<file path="src/rtl/mips_multicycle_control.sv">
// mips_multicycle_control: main control sequencer for the multicycle MIPS datapath.
// Inputs: clk, reset (sync, active-high), opcode/funct (instruction register fields),
//   zero (ALU zero flag), mem_ready (memory finishes the current access this cycle).
// Outputs: alu_control, alu_src_a, alu_src_b, pc_source, pc_write, iord, mem_read,
//   mem_write, ir_write, reg_dst, mem_to_reg, reg_write, illegal (one-cycle pulse),
//   state (debug).
// Build option: define MC_BNE_EN to dispatch bne (opcode 0x05) to BRANCH.
module mips_multicycle_control (
    input  logic       clk,
    input  logic       reset,
    input  logic [5:0] opcode,
    input  logic [5:0] funct,
    input  logic       zero,
    input  logic       mem_ready,
    output logic [3:0] alu_control,
    output logic       alu_src_a,
    output logic [1:0] alu_src_b,
    output logic [1:0] pc_source,
    output logic       pc_write,
    output logic       iord,
    output logic       mem_read,
    output logic       mem_write,
    output logic       ir_write,
    output logic       reg_dst,
    output logic       mem_to_reg,
    output logic       reg_write,
    output logic       illegal,
    output logic [3:0] state
);
    localparam logic [3:0] ALU_ADD = 4'b0010;
    localparam logic [3:0] ALU_SUB = 4'b0110;
    localparam logic [3:0] ALU_SLL = 4'b0011;
    localparam logic [3:0] ALU_AND = 4'b0000;
    localparam logic [3:0] ALU_OR  = 4'b0001;
    localparam logic [3:0] ALU_NOR = 4'b1100;
    localparam logic [3:0] ALU_SLT = 4'b0111;
    localparam logic [5:0] OP_R    = 6'h00;
    localparam logic [5:0] OP_J    = 6'h02;
    localparam logic [5:0] OP_BEQ  = 6'h04;
    localparam logic [5:0] OP_ADDI = 6'h08;
    localparam logic [5:0] OP_LW   = 6'h23;
    localparam logic [5:0] OP_SW   = 6'h2B;

    typedef enum logic [3:0] {
        S_FETCH     = 4'd0,
        S_DECODE    = 4'd1,
        S_MEM_ADDR  = 4'd2,
        S_MEM_READ  = 4'd3,
        S_MEM_WB    = 4'd4,
        S_MEM_WRITE = 4'd5,
        S_R_EXEC    = 4'd6,
        S_R_WB      = 4'd7,
        S_BRANCH    = 4'd8,
        S_JUMP      = 4'd9,
        S_ADDI_EXEC = 4'd10,
        S_ADDI_WB   = 4'd11
    } state_t;

    state_t     state_q, state_d;
    logic [5:0] op_q, fn_q;
    logic       illegal_q, illegal_d;
    logic [3:0] r_alu;
    logic       r_ok;
    logic       br_take;

    // R-type ALU op comes from the funct latched in DECODE, not the live IR field.
    always_comb begin
        r_ok  = 1'b1;
        r_alu = ALU_ADD;
        case (fn_q)
            6'h20:   r_alu = ALU_ADD;
            6'h22:   r_alu = ALU_SUB;
            6'h24:   r_alu = ALU_AND;
            6'h25:   r_alu = ALU_OR;
            6'h27:   r_alu = ALU_NOR;
            6'h2A:   r_alu = ALU_SLT;
            6'h00:   r_alu = ALU_SLL;
            default: r_ok  = 1'b0;
        endcase
    end

`ifdef MC_BNE_EN
    assign br_take = (op_q == 6'h05) ? ~zero : zero;
`else
    assign br_take = zero;
`endif

    always_comb begin
        state_d   = state_q;
        illegal_d = 1'b0;
        case (state_q)
            S_FETCH:     state_d = mem_ready ? S_DECODE : S_FETCH;
            S_DECODE: begin
                case (opcode)
                    OP_LW, OP_SW: state_d = S_MEM_ADDR;
                    OP_R:         state_d = S_R_EXEC;
                    OP_BEQ:       state_d = S_BRANCH;
`ifdef MC_BNE_EN
                    6'h05:        state_d = S_BRANCH;
`endif
                    OP_J:         state_d = S_JUMP;
                    OP_ADDI:      state_d = S_ADDI_EXEC;
                    default: begin
                        state_d   = S_FETCH;
                        illegal_d = 1'b1;
                    end
                endcase
            end
            S_MEM_ADDR:  state_d = (op_q == OP_SW) ? S_MEM_WRITE : S_MEM_READ;
            S_MEM_READ:  state_d = mem_ready ? S_MEM_WB : S_MEM_READ;
            S_MEM_WRITE: state_d = mem_ready ? S_FETCH : S_MEM_WRITE;
            S_R_EXEC: begin
                state_d   = r_ok ? S_R_WB : S_FETCH;
                illegal_d = ~r_ok;
            end
            S_ADDI_EXEC: state_d = S_ADDI_WB;
            default:     state_d = S_FETCH;
        endcase
    end

    always_ff @(posedge clk) begin
        if (reset) begin
            state_q   <= S_FETCH;
            op_q      <= 6'h00;
            fn_q      <= 6'h00;
            illegal_q <= 1'b0;
        end else begin
            state_q   <= state_d;
            illegal_q <= illegal_d;
            if (state_q == S_DECODE) begin
                op_q <= opcode;
                fn_q <= funct;
            end
        end
    end

    // FETCH write enables follow mem_ready so IR/PC load only on the completing cycle.
    always_comb begin
        alu_control = ALU_ADD;
        alu_src_a   = 1'b0;
        alu_src_b   = 2'b00;
        pc_source   = 2'b00;
        pc_write    = 1'b0;
        iord        = 1'b0;
        mem_read    = 1'b0;
        mem_write   = 1'b0;
        ir_write    = 1'b0;
        reg_dst     = 1'b0;
        mem_to_reg  = 1'b0;
        reg_write   = 1'b0;
        case (state_q)
            S_FETCH: begin
                mem_read  = 1'b1;
                alu_src_b = 2'b01;
                ir_write  = mem_ready;
                pc_write  = mem_ready;
            end
            S_DECODE:    alu_src_b = 2'b11;
            S_MEM_ADDR: begin
                alu_src_a = 1'b1;
                alu_src_b = 2'b10;
            end
            S_MEM_READ: begin
                iord     = 1'b1;
                mem_read = 1'b1;
            end
            S_MEM_WB: begin
                reg_write  = 1'b1;
                mem_to_reg = 1'b1;
            end
            S_MEM_WRITE: begin
                iord      = 1'b1;
                mem_write = 1'b1;
            end
            S_R_EXEC: begin
                alu_src_a   = 1'b1;
                alu_control = r_alu;
            end
            S_R_WB: begin
                reg_write = 1'b1;
                reg_dst   = 1'b1;
            end
            S_BRANCH: begin
                alu_src_a   = 1'b1;
                alu_control = ALU_SUB;
                pc_source   = 2'b01;
                pc_write    = br_take;
            end
            S_JUMP: begin
                pc_source = 2'b10;
                pc_write  = 1'b1;
            end
            S_ADDI_EXEC: begin
                alu_src_a = 1'b1;
                alu_src_b = 2'b10;
            end
            S_ADDI_WB:   reg_write = 1'b1;
            default:     alu_control = ALU_ADD;
        endcase
        if (reset) begin
            alu_control = ALU_ADD;
            pc_write    = 1'b0;
            mem_read    = 1'b0;
            mem_write   = 1'b0;
            ir_write    = 1'b0;
            reg_write   = 1'b0;
        end
    end

    assign illegal = illegal_q & ~reset;
    assign state   = state_q;
endmodule
</file>
<file path="config.mk">
export PLATFORM = sky130hd
export DESIGN_NAME = mips_multicycle_control
export DESIGN_NICKNAME = d
export VERILOG_FILES = /design/src/rtl/mips_multicycle_control.sv
export SDC_FILE = /design/constraint.sdc
export NUM_CORES = 1
export LEC_CHECK = 0
export ABC_AREA = 1
export ABC_CLOCK_PERIOD_IN_PS = 3940
export CAP_MARGIN = 20
export CORE_ASPECT_RATIO = 0.7
export CORE_UTILIZATION = 48
export DETAILED_ROUTE_END_ITERATION = 7
export PLACE_DENSITY = 0.94
export SLEW_MARGIN = 20
export SYNTH_ARGS = -nofsm -noshare
export SYNTH_HDL_FRONTEND = slang
export SYNTH_SLANG_ARGS = --single-unit
export TNS_END_PERCENT = 50
</file>
<file path="constraint.sdc">
create_clock -name clk -period 3.94 [get_ports clk]
set_clock_uncertainty 0.1 [all_clocks]
set_input_delay 0.591 -clock clk [delete_from_list [all_inputs] [get_ports clk]]
set_output_delay 0.591 -clock clk [all_outputs]
set_load 0.03 [all_outputs]
</file>
==> metrics.log <==
INFO  metric drive_gt1_share = 9.55%
INFO  metric hpwlAfterDp = 2060 microns
INFO  metric routabilityCongestion = 0.825
INFO  metric starting_density = 51.5%
INFO  metric place_ws = 0.751 ns
INFO  metric cts_buffer_depth = 2
INFO  metric fmaxAchievable = 314 MHz
INFO  metric post_cts.repair.setup_buffers = 0
INFO  metric fin_nets = 237
INFO  metric num_io_pins = 38
INFO  metric end_kind = primary output
INFO  metric port-buffer-count = 37
INFO  metric vias = 1,262
INFO  metric worstReg2RegEnd = illegal_q$_SDFF_PP0_
INFO  metric cts-resized-gates = 0
INFO  metric final.hold.worst_slack = 0.409 ns
INFO  metric tritoncts = yes
INFO  metric period_needed = 3.19 ns
INFO  metric numClockSinks = 17
INFO  metric ys_types = 26
INFO  metric worstPathArrival = 2.50 ns
INFO  metric worst-endpoint-required = 3.25 ns
INFO  metric drt_iter0_markers = 42
INFO  metric detail-route-antenna-nets = 0
INFO  metric number_of_standard_cells_after_synthesis = 182
INFO  metric antenna_cells_inserted = 0
INFO  metric die_area = 2550 sq um
INFO  metric vdd_ir_drop_max = 0.140 mV
INFO  metric maxCapViolCount = 0
INFO  metric detail_route.vias_per_cell = 5.01
INFO  metric area.growth.synth_to_final = 36.9%
INFO  metric critPathCapture = alu_control[0]
INFO  metric finalSetupTns = 0 ns
INFO  metric yosysWarnings = 0
INFO  metric core.rowCount = 14
INFO  metric cts_inserted_buffers = 3
INFO  metric rsz_0062_raised_after_global_routing = false
INFO  metric post-layout-total-power = 0.375 mW
INFO  metric critical_path.startpoint = reset
INFO  metric final_cell_mix = sky130_fd_sc_hd__clkdlybuf4s50_1, sky130_fd_sc_hd__inv_1, sky130_fd_sc_hd__nor2_1
INFO  metric ctsHoldBuffers = 0
INFO  metric worstRegToRegCells = 7
INFO  metric clk_pin_slew_worst_paths = 0.09 ns
INFO  metric die_span_x = 60.0 microns
INFO  metric ys_seq_area_share = 30.2%
INFO  metric fillCellCount = 189
INFO  metric chipHeight = 42.6 microns
INFO  metric p_leak = 0.703 nW
INFO  metric worst-r2r-setup-slack = 2.35 ns
INFO  metric synth_nets = 198
INFO  metric startpoint_type = input port
INFO  metric grt_remaining_overflow = 0
INFO  metric grt_first_pass_wirelength = 4280 microns
INFO  metric worst_skew_pair.late_latency = 0.29 ns
INFO  metric relSlewSlack = 74.5%
INFO  metric tightestPinTransition = 0.378 ns
INFO  metric worst-setup-path-type = in2out
INFO  metric cellPowerDensity = 243 nW/um^2
INFO  metric cts.htree.levels = 1
INFO  metric hp-class = reg2reg
INFO  metric pnr_worst_setup_slack = 0.753 ns
INFO  metric worst-path-max-fanout = 14
INFO  metric placed_area = 1520 sq um
INFO  metric period_share = 80.9%
INFO  metric track_usage = 22.2%
INFO  metric avgRoutedWirePerCell = 10.2 microns
INFO  metric final-max-slew-violation-count = 0
INFO  metric drc = 0
INFO  metric result_of_the_run = complete, no violations
INFO  metric number_of_antenna_violations_at_the_first_check_in_global_routing = 0
INFO  metric timing.final.hold_violations = 0
INFO  metric mostFrequentLayoutCell = sky130_fd_sc_hd__clkdlybuf4s50_1
INFO  metric crit-reg2reg-launch = state[2]$_SDFF_PP0_
INFO  metric fin_area = 1550 sq um
INFO  metric clk_root_buffer_cell = sky130_fd_sc_hd__clkbuf_4
INFO  metric first_global_vias = 998
INFO  metric synth.ff_latch_count = 17
INFO  metric syn_area = 1130 sq um
INFO  metric floorplan.core_area = 2190 sq um
INFO  metric synthesis.area_per_instance = 6.20 sq um
INFO  metric total_wirelength = 2570 microns
INFO  metric hp-start = fn_q[1]$_SDFFE_PP0P_
INFO  metric grt_start_max_net_pins = 18
INFO  metric drt-pass1-iter-count = 4
INFO  metric setup_viol_count_final = 0
layout make-up:
cell class,count,area [sq um],area share (%)
Tap cell,32,40.0,2.59
Sequential cell,17,340,22.0
Timing Repair Buffer,38,378,24.5
Inverter,36,135,8.74
Multi-Input combinational cell,125,626,40.5
Clock buffer,4,26.3,1.70
stage by stage:
step           cells  util (%)
4_1_cts          252      70.6
3_5_place_dp     248      69.4
2_1_floorplan    182         -
5_1_grt          252      70.6
6_report         252      70.6
3_3_place_gp     248      69.4
worst min-delay path by stage:
| stage | end | slack [ns] | depth (start not counted) |
|---|---|---|---|
| CTS | fn_q[1]$_SDFFE_PP0P_ | 0.41 | 2 |
| detailed placement | fn_q[1]$_SDFFE_PP0P_ | 0.40 | 2 |
| global route | op_q[2]$_SDFFE_PP0P_ | 0.44 | 2 |
| floorplan | fn_q[3]$_SDFFE_PP0P_ | 0.37 | 2 |
| finish | fn_q[1]$_SDFFE_PP0P_ | 0.41 | 2 |
| global placement | fn_q[3]$_SDFFE_PP0P_ | 0.38 | 2 |
state kept, by name, summed over array words and instances, names as in the netlist:
signal,count
op_q,6
fn_q,6
state,4
illegal_q,1
synth_stat cells, drive strengths merged:
cell type / number / share of area (%)
a211oi: 1 / 0.67
a21oi: 16 / 7.1
buf: 2 / 1.7
clkbuf: 2 / 0.78
dfxtp: 17 / 30
inv: 36 / 12
nand2: 26 / 8.9
nand3: 14 / 6.7
nand4: 5 / 2.8
nor2: 38 / 16
nor3: 2 / 1.3
o211ai: 2 / 1.3
o21ai: 16 / 7.1
o21bai: 1 / 0.67
o22ai: 2 / 1.1
o31ai: 1 / 0.67
xnor2: 1 / 0.78
worst max-delay path, cell delays in order:
cell and delay, ns:
sky130_fd_sc_hd__clkdlybuf4s50_1 0.39, sky130_fd_sc_hd__buf_4 0.17, sky130_fd_sc_hd__inv_1 0.29, sky130_fd_sc_hd__nand2_2 0.15, sky130_fd_sc_hd__o21bai_1 0.17, sky130_fd_sc_hd__inv_1 0.06, sky130_fd_sc_hd__clkdlybuf4s50_1 0.66
report_power, final:
group          leakage (nW)  switching (mW)  internal, mW
Combinational         0.548          0.0551        0.0391
Clock                0.0150          0.0512        0.0394
Sequential            0.139         0.00753         0.183
Total                 0.703           0.114         0.261
metal layers:
metal	track usage (%)	vias up	share of wire, %
met5	0	-	0
met4	6.98	0	1.1
met2	32.2	50	41
met3	4.94	4	6.2
met1	32.3	548	51
li1	-	660	-
logic make-up after synthesis:
family                 synth area share [%]
AND/OR/NAND/NOR                        36.0
buffers and inverters                  14.4
AO/OA/AOI/OAI                          18.6
flip-flops                             30.2
XOR/XNOR                              0.776
(Power assumes the default switching activity.)
